## src/rtl/seven_seg_scan_controller.sv

```systemverilog
// seven_seg_scan_controller
//
// Time-multiplexed driver for a four-digit, common-anode seven-segment
// display. Each digit gets a slot of REFRESH_DIV clock cycles. The first GUARD
// cycles of every slot keep all anodes off, so the previous digit's segments
// never ghost onto the next digit. Display data is double buffered. A load
// lands in a shadow register and is promoted to the active register only at a
// frame boundary, so a frame never mixes old and new digits.
//
// Parameters
//   REFRESH_DIV : clock cycles per digit slot (4 .. 2^20)
//   GUARD       : blanking cycles at the start of each slot (1 .. REFRESH_DIV-2)
//
// Ports
//   clk        : system clock, rising edge
//   rst        : synchronous active-high reset
//   en         : scan enable; low darkens the display and holds the scan at rest
//   load       : one-cycle strobe capturing data_in / blank_in
//   data_in    : four hex nibbles, [3:0] = digit 0 (rightmost)
//   blank_in   : per-digit blank mask, bit i blanks digit i
//   seg        : segment cathodes {g,f,e,d,c,b,a}, active-low, registered
//   an         : digit anodes, active-low, registered, at most one bit low
//   frame_tick : one-cycle pulse in the last cycle of the digit-3 slot
//   pending    : shadow data is waiting for the next frame boundary

module seven_seg_scan_controller #(
    parameter int REFRESH_DIV = 100000,
    parameter int GUARD       = 4
) (
    input  logic        clk,
    input  logic        rst,
    input  logic        en,
    input  logic        load,
    input  logic [15:0] data_in,
    input  logic [3:0]  blank_in,
    output logic [6:0]  seg,
    output logic [3:0]  an,
    output logic        frame_tick,
    output logic        pending
);

    localparam int CW = $clog2(REFRESH_DIV);
    localparam logic [CW-1:0] LAST_CNT  = CW'(REFRESH_DIV - 1);
    localparam logic [CW-1:0] GUARD_CNT = CW'(GUARD);

    typedef enum logic {
        IDLE,
        SCAN
    } state_t;

    state_t          state;
    state_t          next_state;
    logic [CW-1:0]   slot_cnt;
    logic [CW-1:0]   next_cnt;
    logic [1:0]      digit_idx;
    logic [1:0]      next_idx;
    logic [15:0]     active_data;
    logic [15:0]     next_active_data;
    logic [3:0]      active_blank;
    logic [3:0]      next_active_blank;
    logic [15:0]     shadow_data;
    logic [15:0]     next_shadow_data;
    logic [3:0]      shadow_blank;
    logic [3:0]      next_shadow_blank;
    logic            next_pending;
    logic            boundary;
    logic [3:0]      nibble;
    logic [6:0]      next_seg;
    logic [3:0]      next_an;
    logic            next_tick;

    // Active-low hex decode in {g,f,e,d,c,b,a} order.
    function automatic logic [6:0] hex_to_seg(input logic [3:0] nib);
        logic [6:0] pattern;
        case (nib)
            4'h0:    pattern = 7'b1000000;
            4'h1:    pattern = 7'b1111001;
            4'h2:    pattern = 7'b0100100;
            4'h3:    pattern = 7'b0110000;
            4'h4:    pattern = 7'b0011001;
            4'h5:    pattern = 7'b0010010;
            4'h6:    pattern = 7'b0000010;
            4'h7:    pattern = 7'b1111000;
            4'h8:    pattern = 7'b0000000;
            4'h9:    pattern = 7'b0010000;
            4'hA:    pattern = 7'b0001000;
            4'hB:    pattern = 7'b0000011;
            4'hC:    pattern = 7'b1000110;
            4'hD:    pattern = 7'b0100001;
            4'hE:    pattern = 7'b0000110;
            default: pattern = 7'b0001110;
        endcase
        return pattern;
    endfunction

    // A frame boundary is the wrap out of the last digit-3 cycle. It only
    // counts while scanning continues. If en drops in that same cycle the scan
    // stops and nothing is promoted.
    assign boundary = (state == SCAN) && en && (slot_cnt == LAST_CNT) && (digit_idx == 2'd3);

    // Scan sequencing. IDLE parks the counter and index at zero, so every
    // entry into SCAN starts at digit 0, counter 0. Inside SCAN the counter
    // wraps each slot and the digit index walks 0..3.
    always_comb begin
        next_state = state;
        next_cnt   = slot_cnt;
        next_idx   = digit_idx;
        case (state)
            IDLE: begin
                next_cnt = '0;
                next_idx = 2'd0;
                if (en) begin
                    next_state = SCAN;
                end
            end
            SCAN: begin
                if (!en) begin
                    next_state = IDLE;
                    next_cnt   = '0;
                    next_idx   = 2'd0;
                end else if (slot_cnt == LAST_CNT) begin
                    next_cnt = '0;
                    next_idx = digit_idx + 2'd1;
                end else begin
                    next_cnt = slot_cnt + 1'b1;
                end
            end
            default: begin
                next_state = IDLE;
            end
        endcase
    end

    // Double buffering. While nothing is displayed (IDLE), or when a load
    // coincides with a frame boundary, data goes straight to the active
    // register. Otherwise a load parks in the shadow and raises pending. A
    // later load overwrites the shadow, so the last load wins. A pending
    // shadow is promoted at the next boundary or on re-entry to SCAN.
    always_comb begin
        next_active_data  = active_data;
        next_active_blank = active_blank;
        next_shadow_data  = shadow_data;
        next_shadow_blank = shadow_blank;
        next_pending      = pending;
        if (load) begin
            next_shadow_data  = data_in;
            next_shadow_blank = blank_in;
        end
        if ((state == IDLE) || boundary) begin
            if (load) begin
                next_active_data  = data_in;
                next_active_blank = blank_in;
                next_pending      = 1'b0;
            end else if (pending && (boundary || en)) begin
                next_active_data  = shadow_data;
                next_active_blank = shadow_blank;
                next_pending      = 1'b0;
            end
        end else if (load) begin
            next_pending = 1'b1;
        end
    end

    // Output decode is computed from next-cycle values and then registered.
    // This keeps seg/an free of input-to-output paths and keeps them aligned
    // with the slot counter they describe. Segments are dark whenever the
    // anodes are, which covers the guard window and blanked digits.
    always_comb begin
        nibble    = next_active_data[{next_idx, 2'b00} +: 4];
        next_an   = 4'b1111;
        next_seg  = 7'b1111111;
        next_tick = 1'b0;
        if (next_state == SCAN) begin
            if ((next_cnt >= GUARD_CNT) && !next_active_blank[next_idx]) begin
                next_an  = ~(4'b0001 << next_idx);
                next_seg = hex_to_seg(nibble);
            end
            next_tick = (next_cnt == LAST_CNT) && (next_idx == 2'd3);
        end
    end

    // State, buffers and registered outputs. Reset forces everything dark and
    // clears both buffers, regardless of en and load.
    always_ff @(posedge clk) begin
        if (rst) begin
            state        <= IDLE;
            slot_cnt     <= '0;
            digit_idx    <= 2'd0;
            active_data  <= 16'h0000;
            active_blank <= 4'b0000;
            shadow_data  <= 16'h0000;
            shadow_blank <= 4'b0000;
            pending      <= 1'b0;
            seg          <= 7'b1111111;
            an           <= 4'b1111;
            frame_tick   <= 1'b0;
        end else begin
            state        <= next_state;
            slot_cnt     <= next_cnt;
            digit_idx    <= next_idx;
            active_data  <= next_active_data;
            active_blank <= next_active_blank;
            shadow_data  <= next_shadow_data;
            shadow_blank <= next_shadow_blank;
            pending      <= next_pending;
            seg          <= next_seg;
            an           <= next_an;
            frame_tick   <= next_tick;
        end
    end

endmodule

```

## config.mk

```make
export PLATFORM = sky130hd
export DESIGN_NAME = seven_seg_scan_controller
export DESIGN_NICKNAME = d
export VERILOG_FILES = /design/src/rtl/seven_seg_scan_controller.sv
export SDC_FILE = /design/constraint.sdc
export NUM_CORES = 1
export LEC_CHECK = 0
export BUFFER_PORTS_ARGS = -buffer_cell sky130_fd_sc_hd__buf_4
export CORE_ASPECT_RATIO = 0.9
export CORE_UTILIZATION = 50
export CTS_BUF_LIST = sky130_fd_sc_hd__clkbuf_8
export CTS_CLUSTER_SIZE = 14
export DETAILED_ROUTE_END_ITERATION = 8
export PLACE_DENSITY = 0.73
export SETUP_SLACK_MARGIN = 0.02
export SKIP_CTS_REPAIR_TIMING = 1
export SYNTH_ARGS = -nofsm -noshare
export SYNTH_HDL_FRONTEND = slang
export SYNTH_SLANG_ARGS = --single-unit
```

## constraint.sdc

```tcl
create_clock -name clk -period 3.9 [get_ports clk]
set_input_delay 0.195 -clock clk [delete_from_list [all_inputs] [get_ports clk]]
set_output_delay 0.195 -clock clk [all_outputs]
set_load 0.005 [all_outputs]
```

# [Word-level counts from Yosys, hierarchy flattened]
# Memory sizes are Yosys's and may differ from the RTL's. A register that Yosys moved wholly into a read port is not among the register bits.
# Cells that the tools add are included.
[word_totals] reg_bits=66 wordCells=58 mem_bits_ro=112 n_memories=1
[classes] reduce_logical=14 shift=2 n_eq_ne=4 magnitude_cmp=2 n_addsub=2 mux=19 bitwise_logic=4
[mem_list] memory="(name not given)" depth=16 width=7 rd=1 rd_clocked_by_memory_dff=1 write_ports=0 line="75" rtl="case (nib)"
[ops] op="$mux 16" n=3
[ops] op="$eq 17x17->1 const B" n=2
[ops] op="$mux 17" n=2
[ops] op="$pmux 17 s2" n=1
[ops] op="$add 17x1->17 const B" n=1
[ops] op="$ge 17x3->1 const B" n=1
[ops] op="$shiftx 16x5->4" n=1
[ops] op="$mux 4" n=3
[ops] op="$logic_and 1x1->1" n=6
[ops] op="$mux 1" n=6
[ops] op="$eq 2x2->1 const B" n=2
[ops] op="$mux 2" n=2
[ops] op="$not 4->4" n=1
[ops] op="$pmux 2 s2" n=1
[ops] op="$reduce_bool 2->1" n=2
[ops] op="$shl 1x2->4 const A" n=1
[ops] op="$lt 2x3->1 const B" n=1
[ops] op="$not 1->1" n=3
[ops] op="$reduce_or 3->1" n=1
[ops] op="$add 2x1->2 const B" n=1
[ops] op="$bmux 1 s2" n=1
[ops] op="$logic_or 1x1->1" n=2
[ops] op="$reduce_and 2->1" n=1
[ops] op="$reduce_or 2->1" n=1
[ops] op="$logic_not 1->1" n=1

# [Logic depth before layout (Yosys ltp)]
# Gate-level depths: netlist (run 1).
[depth] ltp_word=14 depth_mapped=16 ltp_nobuf=14

# [Worst setup path before layout (run 1)]
# Ideal clock, no wire load.
[synth_timing] kind="reg2reg" start="register slot_cnt[0]" end="register seg[1]" setup_slack_ps=640 n_path_buf=2 period_less_slack_ps=3260 path_stages_with_launch=16 setup_time_ps=135 arrival_time_ps=3125 path_cell_list="dfxtp_1 > ha_1 > and3_1 > nand4_2 > o32a_1 > buf_2 > buf_2 > o22a_1 > o21ai_2 > o22ai_1 > or3_4 > inv_1 > ha_1 > o21ai_0 > a21o_1 > o311ai_1"
[synth_via] elab_chain_cells=14 elab_cells_between_ends=27 cone_classes="1 x add/sub; 1 x order compare; 1 x eq/ne; 1 x shift; 14 x mux; 1 x bitwise; 8 x reduce/logical"
[synth_rtl] item="start, declared" line="53" rtl="logic [CW-1:0] slot_cnt;"
[synth_rtl] item="start signal, assigned" line="199" rtl="slot_cnt <= next_cnt;"
[synth_rtl] item="parallel branches: the longest is 14 deep, another holds $add 17x1->17"
[synth_rtl] item="end, declared" line="36" rtl="output logic [6:0] seg,"
# Several ways; the timed one is not identified. The select of a mux whose other input is x is not followed.
# A chain may end at the register's enable or synchronous reset.

# [Final worst setup path (run 1)]
# Same ends and word-level chain as after synthesis.

==> impl_metrics.env, run 1 <==
export IMPL_status="finished clean"
export IMPL_synth_edf_count=0
export IMPL_grt_pass1_vias=2776
export IMPL_cts_root_buf="clkbuf_8"
export IMPL_num_rows=28
export IMPL_setup_viol=0
export IMPL_synth_nets=414
export IMPL_synthXorXnorAreaFrac_pct=4.07
export IMPL_cts_path_max_buffers=2
export IMPL_synthSimpleGateAreaFrac_pct=24.5
export IMPL_finClkSkew_ns=0.00633
export IMPL_clock_sinks=73
export IMPL_critical_path_arrival_ns=3.81
export IMPL_final_cell_mix="73 x dfxtp_1, 72 x nor2_1, 43 x buf_4, 24 x mux2i_1, 19 x nand2_1"
export IMPL_peakVddDrop_mv=0.250
export IMPL_crit_fanout=13
export IMPL_critPathRequiredTime_ns=4.12
export IMPL_tightestPinTransition_ns=0.981
export IMPL_drv_slew=0
export IMPL_mostFrequentLayoutCell="dfxtp_1"
export IMPL_critPathTopFamily="compound AO/OA/AOI/OAI gates"
export IMPL_ios=37
export IMPL_seq_area_frac_synth_pct=42.4
export IMPL_core_area_um2=6620
export IMPL_cp_end_kind="flop"
export IMPL_initial_core_util_pct=52.1
export IMPL_synthCells=384
export IMPL_crit_type="flop to flop"
export IMPL_rsz0062_at_grt="no"
export IMPL_place_hpwl_mm=5.39
export IMPL_fillers=602
export IMPL_vias=2903
export IMPL_period_needed_ns=3.58
export IMPL_hold_violations=0
export IMPL_gpl_final_weighted_congestion=0.875
export IMPL_path_cells="ha_1 > and3_1 > nand4_2 > o32a_1 > o22a_1 > o21ai_0 > nor3_1 > or3_4 > inv_1 > ha_1 > o21ai_0 > a21o_1 > o311ai_1"
export IMPL_drc=0
export IMPL_die_y_um=80.8
export IMPL_finalInstanceArea_um2=3970
export IMPL_placed_area_um2=3750
export IMPL_post_drt_wl_per_cell_um=15.1
export IMPL_tns_ns=0
export IMPL_synth_top_cell_area_share_pct=42.4
export IMPL_period_share_pct=91.9
export IMPL_synth_ff_type="dfxtp_1"
export IMPL_path_clk_slew_ns=0.08
export IMPL_dieArea_um2=7230
export IMPL_grt_ovfl_total=0
export IMPL_fin_util_pct=59.9
export IMPL_nets=444
export IMPL_synth_area_per_cell_um2=8.98
export IMPL_grt_pass1_wl_mm=13.1
export IMPL_finalWirelength_mm=7.70
export IMPL_diodes=0
export IMPL_drtIter0Drc=169
export IMPL_critPathLaunchType="flop"
export IMPL_vias_per_cell=5.71
export IMPL_whs_ns=0.0967
export IMPL_worstHoldPathType="primary input to flop"
export IMPL_drt_pass1_iter_count=4
export IMPL_drive_above_1_share_pct=19.9
export IMPL_synth_top_family_by_area="simple AND/OR/NAND/NOR gates"
export IMPL_cts_buffers=9
export IMPL_path_buf_inv=1
export IMPL_numPortBuffers=36
export IMPL_grt_max_degree=50
export IMPL_synth_area_top_cells="dfxtp_1 42%, nor2_1 7.8%, mux2i_1 7.0%"
export IMPL_synth_cell_types=58
export IMPL_tritoncts="built"
export IMPL_synthAdderAreaFrac_pct=2.18
export IMPL_critPathSlowestCell="o32a_1"
export IMPL_p_per_area_nw_per_um2=408
export IMPL_p_leak_uw=0.00154
export IMPL_critPathMaxStageDelay_ns=0.58
export IMPL_antenna_found_initial=0
export IMPL_clock_fmax_mhz=279
export IMPL_ant_nets=0
export IMPL_async_flop_share_pct=0
export IMPL_synth_mux_area_share_pct=9.44
export IMPL_drv_cap=0
export IMPL_ys_seq_elements=73
export IMPL_total_power_uw=1620
export IMPL_yosysWarningCount=0
export IMPL_area_delta_synth_final_pct=15.1
export IMPL_yosysTopAreaCell="dfxtp_1"
export IMPL_clock_latency_ns=0.34
export IMPL_htree_levels=3
export IMPL_grt_usage_pct=23.8
export IMPL_syn_area_um2=3450
export IMPL_maxSlewHeadroom_pct=34.3
export IMPL_synth_compound_area_share_pct=12.8
export IMPL_die_w_um=89.5
## metal layers
layer  track usage (%)  part of all wire, %  routed length (µm)  vias to the layer above
li1                  -                    -                   -                     1441
met1              31.4                   47                3640                     1379
met2              38.0                   47                3590                       73
met3              5.79                  4.6                 354                       10
met4              8.57                  1.4                 110                        0
met5                 0                    0                   0                        -
## final cells by class
class	instances	area, µm²	share of cell area, %
multi-input combinational	280	1830	46.1
clock inverter	5	80.1	2.02
sequential	73	1460	36.8
tap	90	113	2.84
timing repair buffer	43	323	8.13
clock buffer	10	138	3.47
inverter	7	26.3	0.662
## report_power, final
group | total (µW) | leakage [µW] | internal, µW | switching, µW
Combinational | 179 | 0.000838 | 80.4 | 99.0
Sequential | 789 | 0.000598 | 776 | 13.5
Clock | 650 | 0.000104 | 373 | 277
## per-stage QoR
step                cells  setup WS [ns]
floorplan             384          0.640
CTS                   508          0.327
global placement      493          0.520
detailed placement    493          0.330
global route          508         0.0856
finish                508          0.316
## path summary, 6_finish.rpt
kind | startpoint | end | slack, ns | cells past startpoint
worst max-delay path | slot_cnt[0] | seg[1] | 0.32 | 13
worst min-delay path | data_in[6] | shadow_data[6] | 0.1 | 3
worst max register to register | slot_cnt[0] | seg[1] | 0.32 | 13
worst min register to register | shadow_data[1] | shadow_data[1] | 0.48 | 2
## tightest hold or removal path, delay by kind of cell
| kind | cells | cell delay [ns] |
|---|---|---|
| buffers and inverters | 1 | 0.08 |
| and+or+nand+nor | 1 | 0.07 |
| muxes | 1 | 0.06 |
## state kept, by name (all words and copies together), names as in the netlist, 2 cells and up
| signal | flops |
|---|---|
| slot_cnt | 17 |
| active_data | 16 |
| shadow_data | 16 |
| seg | 7 |
| active_blank | 4 |
| an | 4 |
| shadow_blank | 4 |
| digit_idx | 2 |
## cell families (layout without fill, tap and decap cells)
kind of cell | count (synthesis) | in the layout
flip-flops | 73 | 73
buffers and inverters | 31 | 65
AO/OA/AOI/OAI | 61 | 61
adder cells (fa/ha/maj) | 6 | 6
AND/OR/NAND/NOR | 166 | 166
XOR/XNOR | 16 | 16
multiplexers | 31 | 31
## cell usage after synthesis (7+ instances only)
cell      number
mux2i_1       24
xnor2_1        9
or4_1          7
o22ai_1       11
inv_1          7
o21ai_0       10
nand2_1       19
nor2_1        72
nor3_1        17
o22a_1        11
nand3_1       16
clkbuf_1      11
xor2_1         7
dfxtp_1       73
No activity file was read; power rests on OpenSTA's default activity.
==> run 2: changes to the inputs <==
--- a/config.mk
+++ b/config.mk
@@ -12,6 +12,7 @@
 export CTS_CLUSTER_SIZE = 14
 export DETAILED_ROUTE_END_ITERATION = 8
 export PLACE_DENSITY = 0.73
+export RECOVER_POWER = 25
 export SETUP_SLACK_MARGIN = 0.02
 export SKIP_CTS_REPAIR_TIMING = 1
 export SYNTH_ARGS = -nofsm -noshare
==> constraint.sdc (replaced) <==
create_clock -name clk -period 3.4 [get_ports clk]
set_input_delay 0.17 -clock clk [delete_from_list [all_inputs] [get_ports clk]]
set_output_delay 0.17 -clock clk [all_outputs]
set_load 0.005 [all_outputs]
==> impl_metrics.env, run 2 (synthesis gave the netlist of run 1 again) <==
export IMPL_crit_fanout=12
export IMPL_largest_reg_flops=17
export IMPL_core_area_um2=6620
export IMPL_largest_register="slot_cnt"
export IMPL_hold_violations=0
export IMPL_htree_levels=3
export IMPL_drtIter0Drc=228
export IMPL_tightestPinTransition_ns=2.19
export IMPL_drive_above_1_share_pct=21.3
export IMPL_cts_buffers=9
export IMPL_post_drt_wl_per_cell_um=15.2
export IMPL_dieArea_um2=7230
export IMPL_period_share_pct=92.8
export IMPL_area_delta_synth_final_pct=16.4
export IMPL_drv_slew=50
export IMPL_num_rows=28
export IMPL_initial_core_util_pct=52.1
export IMPL_cts_root_buf="clkbuf_8"
export IMPL_die_w_um=89.5
export IMPL_p_leak_uw=0.00155
export IMPL_place_hpwl_mm=5.47
export IMPL_finalWirelength_mm=7.80
export IMPL_drt_pass1_iter_count=4
export IMPL_grt_pass1_wl_mm=13.0
export IMPL_drc=0
export IMPL_numPortBuffers=36
export IMPL_p_per_area_nw_per_um2=437
export IMPL_tns_ns=0
export IMPL_gpl_final_weighted_congestion=0.904
export IMPL_crit_type="flop to flop"
export IMPL_period_needed_ns=3.16
export IMPL_ant_nets=0
export IMPL_critPathRequiredTime_ns=3.63
export IMPL_critPathLaunchType="flop"
export IMPL_grt_usage_pct=23.8
export IMPL_worstHoldPathType="primary input to flop"
export IMPL_mostFrequentLayoutCell="dfxtp_1"
export IMPL_regArea_um2=1460
export IMPL_antenna_found_initial=0
export IMPL_critical_path_arrival_ns=3.39
export IMPL_pre_cts_ws_ns=0.106
export IMPL_ios=37
export IMPL_cp_end_kind="flop"
export IMPL_multi_input_area_um2=1870
export IMPL_top_regs="slot_cnt: 17 flops, active_data: 16 flops, shadow_data: 16 flops"
export IMPL_grt_max_degree=50
export IMPL_clock_fmax_mhz=317
export IMPL_rsz0062_at_grt="no"
export IMPL_final_cell_mix="73 x dfxtp_1, 71 x nor2_1, 44 x buf_4, 24 x mux2i_1, 19 x nand2_1"
export IMPL_path_clk_slew_ns=0.08
export IMPL_vias=2909
export IMPL_die_y_um=80.8
export IMPL_diodes=0
export IMPL_status="finished, violations left"
export IMPL_worst_slack_ns=0.243
export IMPL_clock_latency_ns=0.35
export IMPL_vias_per_cell=5.67
export IMPL_drv_cap=1
export IMPL_grt_pass1_vias=2738
export IMPL_setup_viol=0
export IMPL_cts_path_max_buffers=2
export IMPL_grt_ovfl_total=0
export IMPL_maxSlewHeadroom_pct=-46.2
export IMPL_violations="max-capacitance violations, max-slew violations"
export IMPL_finClkSkew_ns=0.0105
export IMPL_fillers=597
export IMPL_r2r_slack_ns=0.24
export IMPL_nets=448
export IMPL_peakVddDrop_mv=0.267
export IMPL_clock_sinks=73
export IMPL_tritoncts="built"
run 2: layer usage:
| layer | GRT usage, % | part of all wire [%] |
|---|---|---|
| met2 | 35.7 | 45 |
| met3 | 6.81 | 5.1 |
| met5 | 0 | 0 |
| met4 | 8.10 | 1.2 |
| met1 | 32.7 | 49 |
run 2: area by class of cell:
cell class / instances / share of cell area, %
inverter: 7 / 0.655
multi-input combinational: 280 / 46.5
clock inverter: 5 / 0.966
sequential: 73 / 36.4
clock buffer: 11 / 3.77
timing repair buffer: 47 / 8.92
tap: 90 / 2.81
run 2: worst paths after layout:
kind / start / to / cells past startpoint
worst max-delay path: slot_cnt[8] / seg[1] / 12
worst min-delay path: data_in[14] / shadow_data[14] / 3
worst max register to register: slot_cnt[8] / seg[1] / 12
worst min register to register: slot_cnt[0] / slot_cnt[0] / 1
run 2: report_power, final:
part	total [µW]	leakage [µW]	switching, µW	internal [µW]
Clock	636	0.0000842	329	307
Sequential	905	0.000598	15.3	890
Combinational	213	0.000865	117	96.2
Total	1750	0.00155	462	1290
run 2: critical path: stages (launching register included):
cell      delay [ns]
dfxtp_1         0.41
nor4b_4         0.34
nand3_2         0.15
o32a_4          0.49
o22a_1          0.22
o21ai_0         0.11
o22ai_1         0.13
or3_4           0.42
inv_1           0.12
ha_1            0.25
o21ai_0         0.17
a21o_1          0.13
o311ai_1        0.10
run 2: through the flow:
| stage | instances | total power [µW] | instance area, µm² | util [%] | hold WS [ns] |
|---|---|---|---|---|---|
| after CTS | 513 | 1770 | 3980 | 60.2 | 0.0543 |
| after floorplan | 384 | 1070 | 3450 | - | 0.317 |
| after global routing | 513 | 1830 | 4010 | 60.6 | 0.0534 |
| after global placement | 497 | 1130 | 3790 | 57.3 | 0.415 |
| after detailed placement | 497 | 1130 | 3790 | 57.3 | 0.422 |
| final | 513 | 1750 | 4010 | 60.6 | 0.0617 |
